--- config.mk ---
export PLATFORM = sky130hd
export DESIGN_NAME = hilo_muldiv_ctrl
export DESIGN_NICKNAME = d
export VERILOG_FILES = /design/src/rtl/hilo_muldiv_ctrl_pkg.sv /design/src/rtl/hilo_muldiv_ctrl_divider.sv /design/src/rtl/hilo_muldiv_ctrl.sv
export SDC_FILE = /design/constraint.sdc
export NUM_CORES = 2
export LEC_CHECK = 0
export BUFFER_PORTS_ARGS = -buffer_cell sky130_fd_sc_hd__clkbuf_2
export CAP_MARGIN = 25
export CORE_UTILIZATION = 55
export DETAILED_ROUTE_END_ITERATION = 12
export GPL_ROUTABILITY_DRIVEN = 0
export MAX_ROUTING_LAYER = met4
export PLACE_DENSITY = 0.76
export SLEW_MARGIN = 10
export SYNTH_ARGS = -nofsm -noshare
export SYNTH_HDL_FRONTEND = slang
export SYNTH_HIERARCHICAL = 1
export SYNTH_SLANG_ARGS = --single-unit
--- constraint.sdc ---
create_clock -name clk -period 12.35 [get_ports clk]
set_input_delay 1.235 -clock clk [delete_from_list [all_inputs] [get_ports clk]]
set_output_delay 1.235 -clock clk [all_outputs]
set_load 0.03 [all_outputs]
--- src/rtl/hilo_muldiv_ctrl_pkg.sv ---
// Shared types for the HI/LO multiply/divide sequencer.
package hilo_muldiv_ctrl_pkg;

  typedef logic [31:0] word_t;

  typedef enum logic [2:0] {
    MD_MULT  = 3'd0,
    MD_MULTU = 3'd1,
    MD_DIV   = 3'd2,
    MD_DIVU  = 3'd3,
    MD_MTHI  = 3'd4,
    MD_MTLO  = 3'd5
  } muldiv_op_t;

  typedef enum logic [1:0] {
    ST_IDLE = 2'd0,
    ST_MUL  = 2'd1,
    ST_DIV  = 2'd2,
    ST_FIN  = 2'd3
  } md_state_t;

  localparam int DIV_ITERS = 32;

  // True for ops that occupy the sequencer for more than one cycle.
  function automatic logic op_is_arith(input muldiv_op_t op);
    case (op)
      MD_MULT, MD_MULTU, MD_DIV, MD_DIVU: return 1'b1;
      default:                            return 1'b0;
    endcase
  endfunction

  // True for the signed variants.
  function automatic logic op_is_signed(input muldiv_op_t op);
    case (op)
      MD_MULT, MD_DIV: return 1'b1;
      default:         return 1'b0;
    endcase
  endfunction

  // Two's-complement negate when neg is set.
  function automatic word_t neg_if(input logic neg, input word_t v);
    if (neg) begin
      return (~v) + 32'd1;
    end else begin
      return v;
    end
  endfunction

  // Magnitude of v when interpreted as signed (sgn=1), else v unchanged.
  function automatic word_t abs_if(input logic sgn, input word_t v);
    return neg_if(sgn & v[31], v);
  endfunction

endpackage

--- src/rtl/hilo_muldiv_ctrl_divider.sv ---
// Unsigned restoring divider: one quotient bit per cycle, 32 cycles per divide.
// Divide by zero naturally yields quotient 0xFFFFFFFF and remainder = dividend.
module muldiv_divider
  import hilo_muldiv_ctrl_pkg::*;
(
  input  logic  clk,
  input  logic  resetn,
  input  logic  start,
  input  logic  abort,
  input  word_t dividend,
  input  word_t divisor,
  output logic  done,
  output word_t quotient,
  output word_t remainder
);

  localparam logic [4:0] LAST_ITER = 5'(DIV_ITERS - 1);

  logic       busy_q, busy_d;
  logic [4:0] iter_q, iter_d;
  word_t      rem_q, rem_d;
  word_t      quo_q, quo_d;
  word_t      dvs_q, dvs_d;
  logic [32:0] shifted_s;
  logic [32:0] trial_s;

  // One restoring step: shift in the next dividend bit and try to subtract.
  always_comb begin
    shifted_s = {rem_q, quo_q[31]};
    trial_s   = shifted_s - {1'b0, dvs_q};
  end

  // Load on start, iterate while busy, drop everything on abort.
  always_comb begin
    busy_d = busy_q;
    iter_d = iter_q;
    rem_d  = rem_q;
    quo_d  = quo_q;
    dvs_d  = dvs_q;
    if (abort) begin
      busy_d = 1'b0;
      iter_d = 5'd0;
    end else if (start) begin
      busy_d = 1'b1;
      iter_d = 5'd0;
      rem_d  = 32'd0;
      quo_d  = dividend;
      dvs_d  = divisor;
    end else if (busy_q) begin
      iter_d = iter_q + 5'd1;
      quo_d  = {quo_q[30:0], ~trial_s[32]};
      if (iter_q == LAST_ITER) begin
        busy_d = 1'b0;
      end else begin
        busy_d = 1'b1;
      end
      if (trial_s[32]) begin
        rem_d = shifted_s[31:0];
      end else begin
        rem_d = trial_s[31:0];
      end
    end else begin
      busy_d = 1'b0;
    end
  end

  // Divider registers with synchronous active-low reset.
  always_ff @(posedge clk) begin
    if (!resetn) begin
      busy_q <= 1'b0;
      iter_q <= 5'd0;
      rem_q  <= 32'd0;
      quo_q  <= 32'd0;
      dvs_q  <= 32'd0;
    end else begin
      busy_q <= busy_d;
      iter_q <= iter_d;
      rem_q  <= rem_d;
      quo_q  <= quo_d;
      dvs_q  <= dvs_d;
    end
  end

  // done marks the cycle the final bit is produced; results are in
  // quotient/remainder on the following cycle.
  assign done      = busy_q && (iter_q == LAST_ITER);
  assign quotient  = quo_q;
  assign remainder = rem_q;

endmodule

--- src/rtl/hilo_muldiv_ctrl.sv ---
// HI/LO write sequencer: MTHI/MTLO in one cycle, fixed-latency multiply,
// 32-iteration divide. Sole writer of the HI/LO register pair.
module hilo_muldiv_ctrl
  import hilo_muldiv_ctrl_pkg::*;
#(
  parameter int MUL_LATENCY = 4
)
(
  input  logic        clk,
  input  logic        resetn,
  input  logic        req_valid,
  input  muldiv_op_t  req_op,
  input  logic [31:0] req_a,
  input  logic [31:0] req_b,
  input  logic        flush,
  output logic        stall,
  output logic        hi_write,
  output logic        lo_write,
  output logic [31:0] hi_data,
  output logic [31:0] lo_data
);

  // The MUL state holds for MUL_LATENCY-1 cycles; the counter reaches zero
  // in the last of them.
  localparam logic [3:0] MUL_CNT_INIT = (MUL_LATENCY > 1) ? 4'(MUL_LATENCY - 2) : 4'd0;

  md_state_t  state_q, state_d;
  logic [3:0] cnt_q, cnt_d;
  logic       sgn_q, sgn_d;
  logic       div_q, div_d;
  word_t      a_q, a_d;
  word_t      b_q, b_d;

  logic        accept_s;
  logic        req_div_s;
  logic        req_sgn_s;
  logic        div_done_s;
  word_t       div_quo_s;
  word_t       div_rem_s;
  logic signed [32:0] ea_s;
  logic signed [32:0] eb_s;
  logic signed [63:0] prod_s;
  word_t       fin_hi_s;
  word_t       fin_lo_s;

  // Request decode; a multi-cycle op is taken only in IDLE and never under flush.
  always_comb begin
    req_div_s = (req_op == MD_DIV) || (req_op == MD_DIVU);
    req_sgn_s = op_is_signed(req_op);
    accept_s  = resetn && !flush && (state_q == ST_IDLE) && req_valid && op_is_arith(req_op);
  end

  muldiv_divider u_divider (
    .clk       (clk),
    .resetn    (resetn),
    .start     (accept_s && req_div_s),
    .abort     (flush),
    .dividend  (abs_if(req_sgn_s, req_a)),
    .divisor   (abs_if(req_sgn_s, req_b)),
    .done      (div_done_s),
    .quotient  (div_quo_s),
    .remainder (div_rem_s)
  );

  // FIN-cycle results: product from latched operands, divide with sign fix-up.
  always_comb begin
    ea_s   = {sgn_q & a_q[31], a_q};
    eb_s   = {sgn_q & b_q[31], b_q};
    prod_s = 64'(ea_s) * 64'(eb_s);
    if (div_q) begin
      fin_lo_s = neg_if(sgn_q & (a_q[31] ^ b_q[31]), div_quo_s);
      fin_hi_s = neg_if(sgn_q & a_q[31], div_rem_s);
    end else begin
      fin_lo_s = prod_s[31:0];
      fin_hi_s = prod_s[63:32];
    end
  end

  // FSM state register.
  always_ff @(posedge clk) begin
    if (!resetn) begin
      state_q <= ST_IDLE;
    end else begin
      state_q <= state_d;
    end
  end

  // FSM next-state logic; flush always returns to IDLE.
  always_comb begin
    state_d = state_q;
    case (state_q)
      ST_IDLE: begin
        if (accept_s) begin
          if (req_div_s) begin
            state_d = ST_DIV;
          end else if (MUL_LATENCY > 1) begin
            state_d = ST_MUL;
          end else begin
            state_d = ST_FIN;
          end
        end else begin
          state_d = ST_IDLE;
        end
      end
      ST_MUL: begin
        if (cnt_q == 4'd0) begin
          state_d = ST_FIN;
        end else begin
          state_d = ST_MUL;
        end
      end
      ST_DIV: begin
        if (div_done_s) begin
          state_d = ST_FIN;
        end else begin
          state_d = ST_DIV;
        end
      end
      ST_FIN:  state_d = ST_IDLE;
      default: state_d = ST_IDLE;
    endcase
    if (flush) begin
      state_d = ST_IDLE;
    end else begin
      state_d = state_d;
    end
  end

  // Operand latch on accept and multiply countdown.
  always_comb begin
    cnt_d = cnt_q;
    sgn_d = sgn_q;
    div_d = div_q;
    a_d   = a_q;
    b_d   = b_q;
    if (accept_s) begin
      cnt_d = MUL_CNT_INIT;
      sgn_d = req_sgn_s;
      div_d = req_div_s;
      a_d   = req_a;
      b_d   = req_b;
    end else if ((state_q == ST_MUL) && (cnt_q != 4'd0)) begin
      cnt_d = cnt_q - 4'd1;
    end else begin
      cnt_d = cnt_q;
    end
  end

  // Counter and operand registers.
  always_ff @(posedge clk) begin
    if (!resetn) begin
      cnt_q <= 4'd0;
      sgn_q <= 1'b0;
      div_q <= 1'b0;
      a_q   <= 32'd0;
      b_q   <= 32'd0;
    end else begin
      cnt_q <= cnt_d;
      sgn_q <= sgn_d;
      div_q <= div_d;
      a_q   <= a_d;
      b_q   <= b_d;
    end
  end

  // FSM outputs; reset and flush silence stall and both strobes.
  always_comb begin
    stall    = 1'b0;
    hi_write = 1'b0;
    lo_write = 1'b0;
    hi_data  = 32'd0;
    lo_data  = 32'd0;
    if (!resetn || flush) begin
      stall    = 1'b0;
    end else begin
      case (state_q)
        ST_IDLE: begin
          stall = req_valid && op_is_arith(req_op);
          if (req_valid && (req_op == MD_MTHI)) begin
            hi_write = 1'b1;
            hi_data  = req_a;
          end else begin
            hi_write = 1'b0;
          end
          if (req_valid && (req_op == MD_MTLO)) begin
            lo_write = 1'b1;
            lo_data  = req_a;
          end else begin
            lo_write = 1'b0;
          end
        end
        ST_MUL, ST_DIV: stall = 1'b1;
        ST_FIN: begin
          hi_write = 1'b1;
          lo_write = 1'b1;
          hi_data  = fin_hi_s;
          lo_data  = fin_lo_s;
        end
        default: stall = 1'b0;
      endcase
    end
  end

endmodule
Word-level counts from Yosys, hierarchy flattened
Cells that the tools add are included.
{"block": "word_totals", "ff_bits": 174, "latch_bits": 0, "mem_bits_rw": 0, "rom_bits": 0, "in_bits": 71, "output_inout_bits": 67, "wordCells": 109, "n_memories": 0}
{"block": "classes", "addsub": 7, "multipliers": 1, "n_div": 0, "order_cmp": 0, "n_eq_ne": 9, "shift": 0, "muxes": 39, "n_bitwise": 13, "n_reduce_logical": 28}
{"operator": "32-bit 2-to-1 mux", "count": 15}
{"operator": "32-bit by 1-bit adder with 32-bit output (second input constant)", "count": 4}
{"operator": "32-bit inverter", "count": 4}
{"operator": "32-bit one-hot mux with 2 select lines", "count": 2}
{"operator": "33-bit by 33-bit multiplier with 64-bit output", "count": 1}
{"operator": "33-bit by 32-bit subtractor with 33-bit output", "count": 1}
{"operator": "1-bit 2-to-1 mux", "count": 13}
{"operator": "1-bit logical AND", "count": 10}
{"operator": "2-bit 2-to-1 mux", "count": 5}
{"operator": "2-bit one-hot mux with 4 select lines", "count": 1}
{"operator": "2-bit OR reduction", "count": 4}
{"operator": "3-bit by 2-bit == test with 1-bit output (second input constant)", "count": 2}
{"operator": "3-bit == test (second input constant)", "count": 2}
{"operator": "1-bit one-hot mux with 2 select lines", "count": 3}
{"operator": "5-bit by 1-bit adder with 5-bit output (second input constant)", "count": 1}
{"operator": "1-bit bitwise AND", "count": 5}
{"operator": "5-bit == test (second input constant)", "count": 1}
{"operator": "2-bit == test (second input constant)", "count": 2}
{"operator": "4-bit logical NOT", "count": 1}
{"operator": "2-bit AND reduction", "count": 2}
{"operator": "2-bit nonzero test", "count": 2}
{"operator": "4-bit nonzero test", "count": 1}
{"operator": "4-bit OR reduction", "count": 1}
{"operator": "4-bit by 1-bit subtractor with 4-bit output (second input constant)", "count": 1}
{"operator": "other kinds (9)", "count": 13}

Logic depth before layout (Yosys ltp)
{"block": "depth", "depth_word": 8, "mapped_depth": 31, "mapped_depth_nobuf": 28}

By module
Netlist, hierarchy kept.
{"mod": "hilo_muldiv_ctrl", "n_inst": 1, "cells_per_inst": 5142, "area_per_inst_um2": 44311.2, "seq_area_each_um2": 1441.4}
{"mod": "muldiv_divider", "n_inst": 1, "cells_per_inst": 746, "area_per_inst_um2": 6169.7, "seq_area_each_um2": 2042.0}

Worst setup path before layout
No wires, ideal clock.
{"block": "synth_timing", "kind": "reg-to-output", "startpoint": "register a_q[31]", "endpoint": "output port hi_data[30]", "arrival_ns": 8.229, "t_required_ns": 11.115, "slack_ns": 2.886, "stages_incl_launch_ff": 29, "n_path_buf": 3, "path_cell_list": "dfxtp_1 > and2_1 > clkbuf_1 > buf_1 > nand2_1 > inv_1 > fa_1 > inv_1 > fa_1 > inv_1 > fa_1 > fa_1 > inv_1 > fa_1 > inv_1 > fa_1 > inv_1 > fa_1 > fa_1 > inv_1 > ha_1 > clkbuf_1 > and3_1 > nand2_1 > o311ai_2 > o2bb2ai_2 > o41ai_1 > a32oi_1 > a21oi_1"}
{"block": "synth_via", "elab_chain_cells": 5, "word_cells_on_any_way": 6, "cone_classes": "mul (1); mux (4); bitwise (1)"}
{"item": "from (decl)", "line": "hilo_muldiv_ctrl.sv:31", "source": "word_t a_q, a_d;"}
{"item": "from (signal assigned)", "line": "hilo_muldiv_ctrl.sv:155", "source": "a_q <= 32'd0;"}
{"item": "from (signal assigned)", "line": "hilo_muldiv_ctrl.sv:161", "source": "a_q <= a_d;"}
{"item": "1-bit bitwise AND", "line": "hilo_muldiv_ctrl.sv:67, hilo_muldiv_ctrl.sv:72"}
{"item": "33-bit by 33-bit multiplier with 64-bit output / 32-bit 2-to-1 mux (equally long branches)", "line": "hilo_muldiv_ctrl.sv:69, hilo_muldiv_ctrl_pkg.sv:42"}
{"item": "32-bit 2-to-1 mux *", "line": "hilo_muldiv_ctrl.sv:70", "source": "if (div_q) begin"}
{"item": "32-bit one-hot mux with 2 select lines *", "line": "hilo_muldiv_ctrl.sv:176", "source": "case (state_q)"}
{"item": "32-bit 2-to-1 mux *", "line": "hilo_muldiv_ctrl.sv:173", "source": "if (!resetn || flush) begin"}
{"item": "to (decl)", "line": "hilo_muldiv_ctrl.sv:19", "source": "output logic [31:0] hi_data,"}
Every way passes the cells marked *; elsewhere a longest branch is shown, timed or not.

Worst setup path after layout
{"block": "layout_timing", "startpoint": "register a_q[15]", "endpoint": "output port hi_data[29]"}
{"block": "layout_via", "elab_chain_cells": 4}
{"item": "33-bit by 33-bit multiplier with 64-bit output", "line": "hilo_muldiv_ctrl.sv:69", "source": "prod_s = 64'(ea_s) * 64'(eb_s);"}
{"item": "32-bit 2-to-1 mux", "line": "hilo_muldiv_ctrl.sv:70"}
{"item": "32-bit one-hot mux with 2 select lines", "line": "hilo_muldiv_ctrl.sv:176"}
{"item": "32-bit 2-to-1 mux", "line": "hilo_muldiv_ctrl.sv:173"}
No other way between the ends.

==> summary.txt <==
Run status
  – Outcome: completed

Power
  – Gate power share: 0.294
  – Switching share of power: 0.3981
  – Clock share of power: 0.337
  – P_int: 0.001001 W
  – Sequential power share: 0.369
  – Max VDD drop: 0.00009540 V
  – Psw: 0.0006622 W
  – Design Power: 0.001663 W
  – Power density over the cells: 31.63 nW/um2
  – Leakage power: 25.84 nW

Die
  – Die Ht: 305.0 um
  – Die width: 305.0 um
  – # IOs: 138
  – Die Area: 93000 um2
  – Core Area: 90420 um2
  – Initial Util: 0.5583
  – Row count: 110

Yosys
  – Syn Nets: 7342
  – Asr flop ratio synth: 0
  – Cell count after synthesis: 5888
  – Post-synth cell types: 94
  – Syn Std Cell Area: 50480 um2
  – Share of the yosys chip area belonging to registers: 0.06900
  – Synth Area per Inst: 8.574 um2
  – Synth Register Bits: 174
  – Dominant synthesized flop cell: dfxtp_1
  – Post-synth EDFFs: 0
  – Yosys warnings: 6

Place
  – Inst Count DP: 6933
  – Number of port buffers: 137
  – Dpl hpwl: 113300 um
  – Worst slack at placement: 2.119 ns

Global route
  – Largest net degree at the start of global routing: 94
  – Vias in the first global route: 42260
  – Global Route Usage Sum: 0.3272
  – First-pass GRT wire length: 230700 um
  – Initial antenna violation count: 7
  – Grt total ovfl: 0

Layout
  – Most common cell after layout, fill and taps aside: inv_1
  – Filler instances: 7811
  – Final #Nets: 7233
  – Fin cells: 6974
  – Final core utilization: 0.5816
  – Area Growth Syn to Fin: 4.184%
  – Commonest non-fill, non-tap cells in the layout: 1194 x inv_1, 1126 x fa_1, 1063 x nand2_1, 358 x and2_1, 257 x ha_1
  – Layout cells sized above 1: 0.05508

Route
  – First drt pass iteration count: 8
  – DRT antenna net count: 0
  – Via count: 40570
  – Via density: 5.817
  – Mean routed wirelength per cell: 20.46 um
  – Number of DRC markers in iteration 0: 4198
  – DRC viols: 0
  – Routed Wire Length: 142700 um

Timing
  – Final hold vios: 0
  – TNS Setup: 0 ns
  – Final worst slack: 1.452 ns
  – Clock Skew: 0.01388 ns
  – Fmax: 0.09176 GHz
  – Slew @ Worst Pin: 1.112 ns
  – Final worst-path cycle share: 0.8825
  – Max-slew headroom: 0.2588
  – Final count of pins violating max slew: 0
  – RSZ-0062 raised after global routing: false
  – Post-layout min period: 10.90 ns
  – Final setup viols: 0

Setup path
  – Slowest CP cell: dfxtp_1
  – CP Depth: 29
  – CP Data Required Time: 11.11 ns
  – CP Launch Type: flop
  – Worst Reg-to-Reg Cells: 13
  – Worst path max stage delay: 0.89 ns
  – Worst path bufs/invs: 9
  – Delay-heaviest family, CP: adder cells
  – CP max FO: 21
  – Worst Path Arrival: 9.66 ns
  – Setup crit end kind: output pin
  – Launch point of the worst reg-to-reg path: u_divider/quotient[31]
  – Crit path kind: reg2out
  – Worst Setup SP: a_q[15]
  – Most common cell on crit path: fa_1

Min path
  – Worst Hold Depth: 2
  – Min-delay src: a_q[21]
  – Class of the worst hold path: reg2reg

Clock network
  – TritonCTS buffer count: 17
  – Clk sinks: 174
  – Root Buffer: clkbuf_16
  – CTS tree: yes
  – H-Tree Depth: 4
  – CTS Buffer Depth: 2
  – Clk_lat worst skew: 0.46 ns
  – Worst-path clk slew: 0.08 ns
  – Hold-fix buffers, CTS: 0
  – Post-CTS Setup Inserts: 0
  – Post_cts resized: 0

Job
  – Max Cap Viol: 0
## cell type report
cell class,count,area (um2),share of cell area
tap,1176,1471,0.02798
antenna,6,15.01,0.0002855
sequential,174,3503,0.06661
clock buffer,17,425.4,0.008089
timing repair buffer,220,1339,0.02546
multi-input combinational,4170,41180,0.7830
inverter,1196,4489,0.08536
clock inverter,15,167.7,0.003188
## worst reg2reg max path: cells and delay by family, from the launching register on
kind,cells,cell delay [ns]
AO/OA/AOI/OAI,6,2.11
flip-flops,1,0.38
buffers and inverters,2,0.14
multiplexers,1,0.37
adder cells (fa/ha/maj),2,0.56
AND/OR/NAND/NOR,2,0.42
## cell families after synthesis
kind of cell	Yosys count	share of synthesized area
multiplexers	62	0.01252
AO/OA/AOI/OAI	620	0.08343
adder cells (fa/ha/maj)	1383	0.5102
XOR/XNOR	224	0.03886
buffers and inverters	1544	0.1157
AND/OR/NAND/NOR	1881	0.1703
flip-flops	174	0.06900
## sequential cells by signal, summed over array words and instances, names as in the netlist
register,flops
a_q,32
sgn_q,1
u_divider/quotient,32
u_divider/busy_q,1
u_divider/dvs_q,32
cnt_q,4
u_divider/remainder,32
u_divider/iter_q,5
state_q,2
div_q,1
b_q,32
## Yosys cell counts (all sizes together), types with 13 or more instances
master	count	area (um2)
dfxtp	174	3483
o211a	34	340.3
a21oi	153	780.8
or2	14	90.09
o21ai	136	680.7
o31ai	21	172.7
xor2	100	875.8
fa	1126	22540
inv	1195	4486
a21boi	40	300.3
clkbuf	321	1207
nor2b	16	100.1
and3	41	261.5
nand2b	15	93.84
and2	359	2246
nand2	1063	3990
a22oi	33	247.7
nand4	17	106.4
mux2i	59	590.6
o211ai	21	167.7
ha	257	3216
nand3	90	450.4
buf	27	143.9
o21bai	14	105.1
xnor2	124	1086
a21o	41	307.8
nor3	29	150.1
a31oi	19	146.4
a222oi	13	130.1
nor2	184	690.7
## layer usage
layer	vias up	track usage	routed length [um]
met5	-	-	0
met4	0	0.1709	9624
met3	531	0.05834	13200
met2	2007	0.5097	66890
met1	20520	0.4088	52940
li1	17510	-	-
## power groups by stage
| stage | clock [W] | sequential, W | combinational [W] |
|---|---|---|---|
| finish | 0.000560 | 0.000613 | 0.000489 |
| global route | 0.000584 | 0.000615 | 0.000524 |
| CTS | 0.000560 | 0.000612 | 0.000474 |
| detailed placement | 0 | 0.000626 | 0.000471 |
| global placement | 0 | 0.000624 | 0.000463 |
| floorplan | 0 | 0.000593 | 0.000322 |
## path summary, 6_finish.rpt
kind | end | slack, ns
setup / recovery | hi_data[29] | 1.45
hold / removal | a_q[21] | 0.46
setup reg to reg | u_divider/remainder[13] | 8.26
hold reg to reg | a_q[21] | 0.46
## per-stage QoR
step           area (um2)  hold WS, ns
5_1_grt             52590       0.4710
2_1_floorplan       50480       0.4435
4_1_cts             52530       0.4572
3_5_place_dp        51930       0.4451
6_report            52590       0.4580
3_3_place_gp        51930       0.4416
(Power assumes the default switching activity.)
